$ cat config.mk
export PLATFORM = sky130hd
export DESIGN_NAME = fifo_display_buffer
export DESIGN_NICKNAME = d
export VERILOG_FILES = /design/src/rtl/fifo_display_buffer.sv
export SDC_FILE = /design/constraint.sdc
export NUM_CORES = 1
export LEC_CHECK = 0
export CAP_MARGIN = 40
export CORE_MARGIN = 4
export CORE_UTILIZATION = 28
export CTS_CLUSTER_DIAMETER = 150
export DETAILED_ROUTE_END_ITERATION = 7
export PLACE_DENSITY_LB_ADDON = 0.12
export RECOVER_POWER = 25
export SLEW_MARGIN = 10
export SYNTH_ARGS = -nofsm -noshare
export SYNTH_HDL_FRONTEND = slang
export SYNTH_SLANG_ARGS = --single-unit
$ cat constraint.sdc
create_clock -name clk -period 2.65 [get_ports clk]
set_input_delay 0.53 -clock clk [delete_from_list [all_inputs] [get_ports clk]]
set_output_delay 0.53 -clock clk [all_outputs]
set_load 0.01 [all_outputs]
$ cat src/rtl/fifo_display_buffer.sv
// Synchronous FIFO of WIDTH-bit samples feeding the hex display stage.
// dataOut holds the most recently popped word; flags and occupancy drive LEDs and control.
module fifo_display_buffer #(
    parameter int WIDTH = 15,
    parameter int DEPTH = 8,
    localparam int AW = $clog2(DEPTH)
) (
    input  logic             clk,
    input  logic             rst_n,
    input  logic             wr_en,
    input  logic             rd_en,
    input  logic [WIDTH-1:0] dataIn,
    input  logic             clr_err,
    output logic [WIDTH-1:0] dataOut,
    output logic             full,
    output logic             empty,
    output logic [AW:0]      count,
    output logic             overflow,
    output logic             underflow
);

    logic [WIDTH-1:0] mem [DEPTH];
    logic [AW-1:0]    wr_ptr;
    logic [AW-1:0]    rd_ptr;
    logic             push_ok;
    logic             pop_ok;

    assign full    = (count == (AW+1)'(DEPTH));
    assign empty   = (count == '0);
    // A pop in the same cycle frees the slot a full FIFO is about to be written into.
    assign push_ok = wr_en && (!full || rd_en);
    assign pop_ok  = rd_en && !empty;

    always_ff @(posedge clk) begin
        if (push_ok) begin
            mem[wr_ptr] <= dataIn;
        end
    end

    always_ff @(posedge clk or negedge rst_n) begin
        if (!rst_n) begin
            wr_ptr  <= '0;
            rd_ptr  <= '0;
            count   <= '0;
            dataOut <= '0;
        end else begin
            if (push_ok) begin
                wr_ptr <= wr_ptr + AW'(1);
            end
            if (pop_ok) begin
                dataOut <= mem[rd_ptr];
                rd_ptr  <= rd_ptr + AW'(1);
            end
            case ({push_ok, pop_ok})
                2'b10:   count <= count + (AW+1)'(1);
                2'b01:   count <= count - (AW+1)'(1);
                default: count <= count;
            endcase
        end
    end

    // A new error in the same cycle as clr_err takes priority over the clear.
    always_ff @(posedge clk or negedge rst_n) begin
        if (!rst_n) begin
            overflow  <= 1'b0;
            underflow <= 1'b0;
        end else begin
            if (wr_en && full && !rd_en) begin
                overflow <= 1'b1;
            end else if (clr_err) begin
                overflow <= 1'b0;
            end
            if (rd_en && empty) begin
                underflow <= 1'b1;
            end else if (clr_err) begin
                underflow <= 1'b0;
            end
        end
    end

endmodule

==> flow_metrics.py <==
metrics = {
    "timing": {
        "layout_setup_ws_ns": 0.0732,
        "grt_setup_unrepaired": "false",
        "setup_tns_ns": 0,
        "hold_viol": 0,
        "slew_headroom_pct": 44.7,
        "tightest_slew_ns": 0.829,
        "setup_viol": 0,
        "fin_crit_sh_pct": 97.2,
        "maxSlewViolCount": 0,
        "clock.fmax_mhz": 388,
        "finClkSkew_ns": 0.00696,
        "period_needed_ns": 2.58,
    },
    "routing": {
        "vias": 3092,
        "wire_per_inst_um": 18.6,
        "drc": 0,
        "drt_pre_antenna_iters": 6,
        "via_per_inst": 4.47,
        "routed_wl_mm": 12.9,
        "drt_iter0_drc": 127,
        "ant_nets": 0,
    },
    "pwr": {
        "powerDensity_nw_per_um2": 1110,
        "leakagePower_nw": 2.57,
        "irDropWorstVdd_uv": 424,
    },
    "clocking": {
        "cts_tree": "done",
        "path_clk_slew_ns": 0.06,
        "cts_max_path_buffers": 2,
        "ctsResizeCount": 0,
        "cts_buffers": 17,
        "cts_root_buf": "clkbuf_16",
        "postCtsHoldBufs": 0,
        "cts_setup_buffers": 0,
        "htreeDepth": 4,
        "clock_latency_ns": 0.41,
        "cts_sinks": 147,
    },
    "yosys": {
        "synth-main-ff-cell": "edfxtp_1",
        "synth_edf_count": 120,
        "synth_warnings": 0,
        "netlist_area_um2": 5820,
        "async_flop_share_pct": 18.4,
        "synthesis.nets": 367,
        "synth_common_cells": "edfxtp_1, mux2i_1, dfrtp_1",
        "synth_seq_cells": 147,
        "synth_top_area_share_pct": 62.0,
        "synthTopCellsByArea": "edfxtp_1, dfrtp_1, mux2i_1, mux2_2, a221o_1",
        "yosysMostFrequentCell": "edfxtp_1",
        "synth.distinct_cells": 36,
        "yosysTopAreaCell": "edfxtp_1",
        "syn_area_per_cell_um2": 17.0,
        "synth_cells": 342,
        "seq_area_frac_synth_pct": 73.6,
    },
    "hold_path": {
        "hold_depth": 2,
        "hold_class": "reg -> reg",
    },
    "floorplan": {
        "die_x_um": 152,
        "std_cell_rows": 52,
        "die_h_um": 152,
        "io-pin-count": 43,
        "coreArea_um2": 20300,
        "die_area_um2": 23100,
        "start_util_pct": 28.6,
    },
    "critical_path": {
        "setup.worst_path.end_class": "output pin",
        "worstPathRequired_ns": 2.12,
        "criticalPathCategory": "reg -> out",
        "crit_arrival_ns": 2.05,
        "ff2ff_path_depth": 10,
        "startpoint_type": "flop",
        "crit_fanout": 7,
    },
    "cells_and_area": {
        "area_delta_synth_final_pct": 25.1,
        "drive_gt1_share_pct": 18.8,
        "diodes": 0,
        "nets": 436,
        "fillCellCount": 1951,
        "fin_util_pct": 35.8,
        "final_cell_area_um2": 7280,
    },
    "place": {
        "placed_area_um2": 6700,
        "post-dp-hpwl_mm": 7.72,
        "port_buffers": 42,
        "pre_cts_ws_ns": 0.151,
        "routabilityCongestion": 0.698,
    },
    "grt": {
        "grt_pass1_vias": 3280,
        "grt-ovfl-total": 0,
        "grt_pass1_wl_mm": 19.8,
        "grt_max_degree": 63,
        "antenna_found_initial": 0,
        "grt_usage_pct": 11.3,
    },
    "run": {
        "maxCapViolations": 0,
    },
    "run_status": {
        "status": "complete, no violations",
    },
}
-- layout make-up --
type / count / area (um^2) / area share (%)
Sequential cell: 147 / 4280 / 58.8
Timing Repair Buffer: 64 / 621 / 8.53
Multi-Input combinational cell: 175 / 1440 / 19.7
Tap cell: 270 / 338 / 4.64
Clock inverter: 6 / 106 / 1.46
Inverter: 6 / 27.5 / 0.378
Clock buffer: 23 / 468 / 6.43
-- layer usage --
| metal | track usage (%) | wire length, um | vias to the layer above |
|---|---|---|---|
| met2 | 19.6 | 6750 | 54 |
| met3 | 2.62 | 369 | 13 |
| met1 | 13.8 | 5560 | 1555 |
| li1 | - | - | 1470 |
| met4 | 4.24 | 179 | 0 |
| met5 | 0 | 0 | - |
-- power by group --
part           leakage [nW]  internal (mW)  switching (mW)
logic                 0.883           1.19            1.29
clock network         0.277           1.51           0.852
registers              1.41           2.99           0.261
-- cells in the final DEF (no fill, tap or decap), types with 2 or more instances in the layout --
cell,instances
ha_1,5
nand2_1,25
xnor2_1,5
buf_4,18
o21ai_1,15
nor3_2,4
dlygate4sd3_1,10
clkdlybuf4s50_1,32
edfxtp_1,120
clkbuf_16,17
nand2b_1,5
o22ai_1,15
a21oi_1,2
bufinv_16,3
clkbuf_1,4
nand2_2,2
mux2_1,12
dfrtp_1,25
buf_12,3
mux2i_1,30
dfrtp_2,2
nor2_1,6
inv_1,4
clkbuf_8,2
xor2_1,4
mux2_2,19
a221o_1,15
-- kinds of logic (layout without fill, tap and decap cells) --
logic type                 count (synthesis)  after routing  synth area share, %
AOI/OAI and AO/OA                         52             52                 6.45
xor gates and xnor gates                   9              9                 1.36
buffers and inverters                     20             99                 2.34
muxes                                     61             61                 11.2
and+or+nand+nor                           48             48                 4.02
DFF                                      147            147                 73.6
adders and majority gates                  5              5                 1.08
-- sequential cells by signal, indices dropped and copies added, names as in the netlist --
signal     flops
underflow      1
wr_ptr         3
dataOut       15
count          4
overflow       1
mem          120
rd_ptr         3
-- stage by stage --
step | power [mW] | hold WS, ns | cells
after floorplan | 4.81 | 0.234 | 342
after global placement | 5.82 | 0.472 | 662
after detailed placement | 5.86 | 0.479 | 662
after CTS | 8.25 | 0.491 | 691
after global routing | 8.53 | 0.522 | 691
final | 8.09 | 0.482 | 691
-- final timing paths --
kind / startpoint / endpoint / slack, ns
min in group asynchronous: rst_n / count[0] / 0.75
min: dataOut[2] / dataOut[2] / 0.48
max reg2reg: count[2] / count[2] / 0.28
max in group asynchronous: rst_n / count[1] / 1.32
min reg2reg: dataOut[2] / dataOut[2] / 0.48
max: count[2] / full / 0.07
-- worst max-delay path, stage by stage, from the launching register on --
cell	delay [ns]
dfrtp_1	0.46
or4b_4	0.59
inv_1	0.07
clkdlybuf4s50_1	0.52
Note: power is estimated with default switching activity, not from simulation.
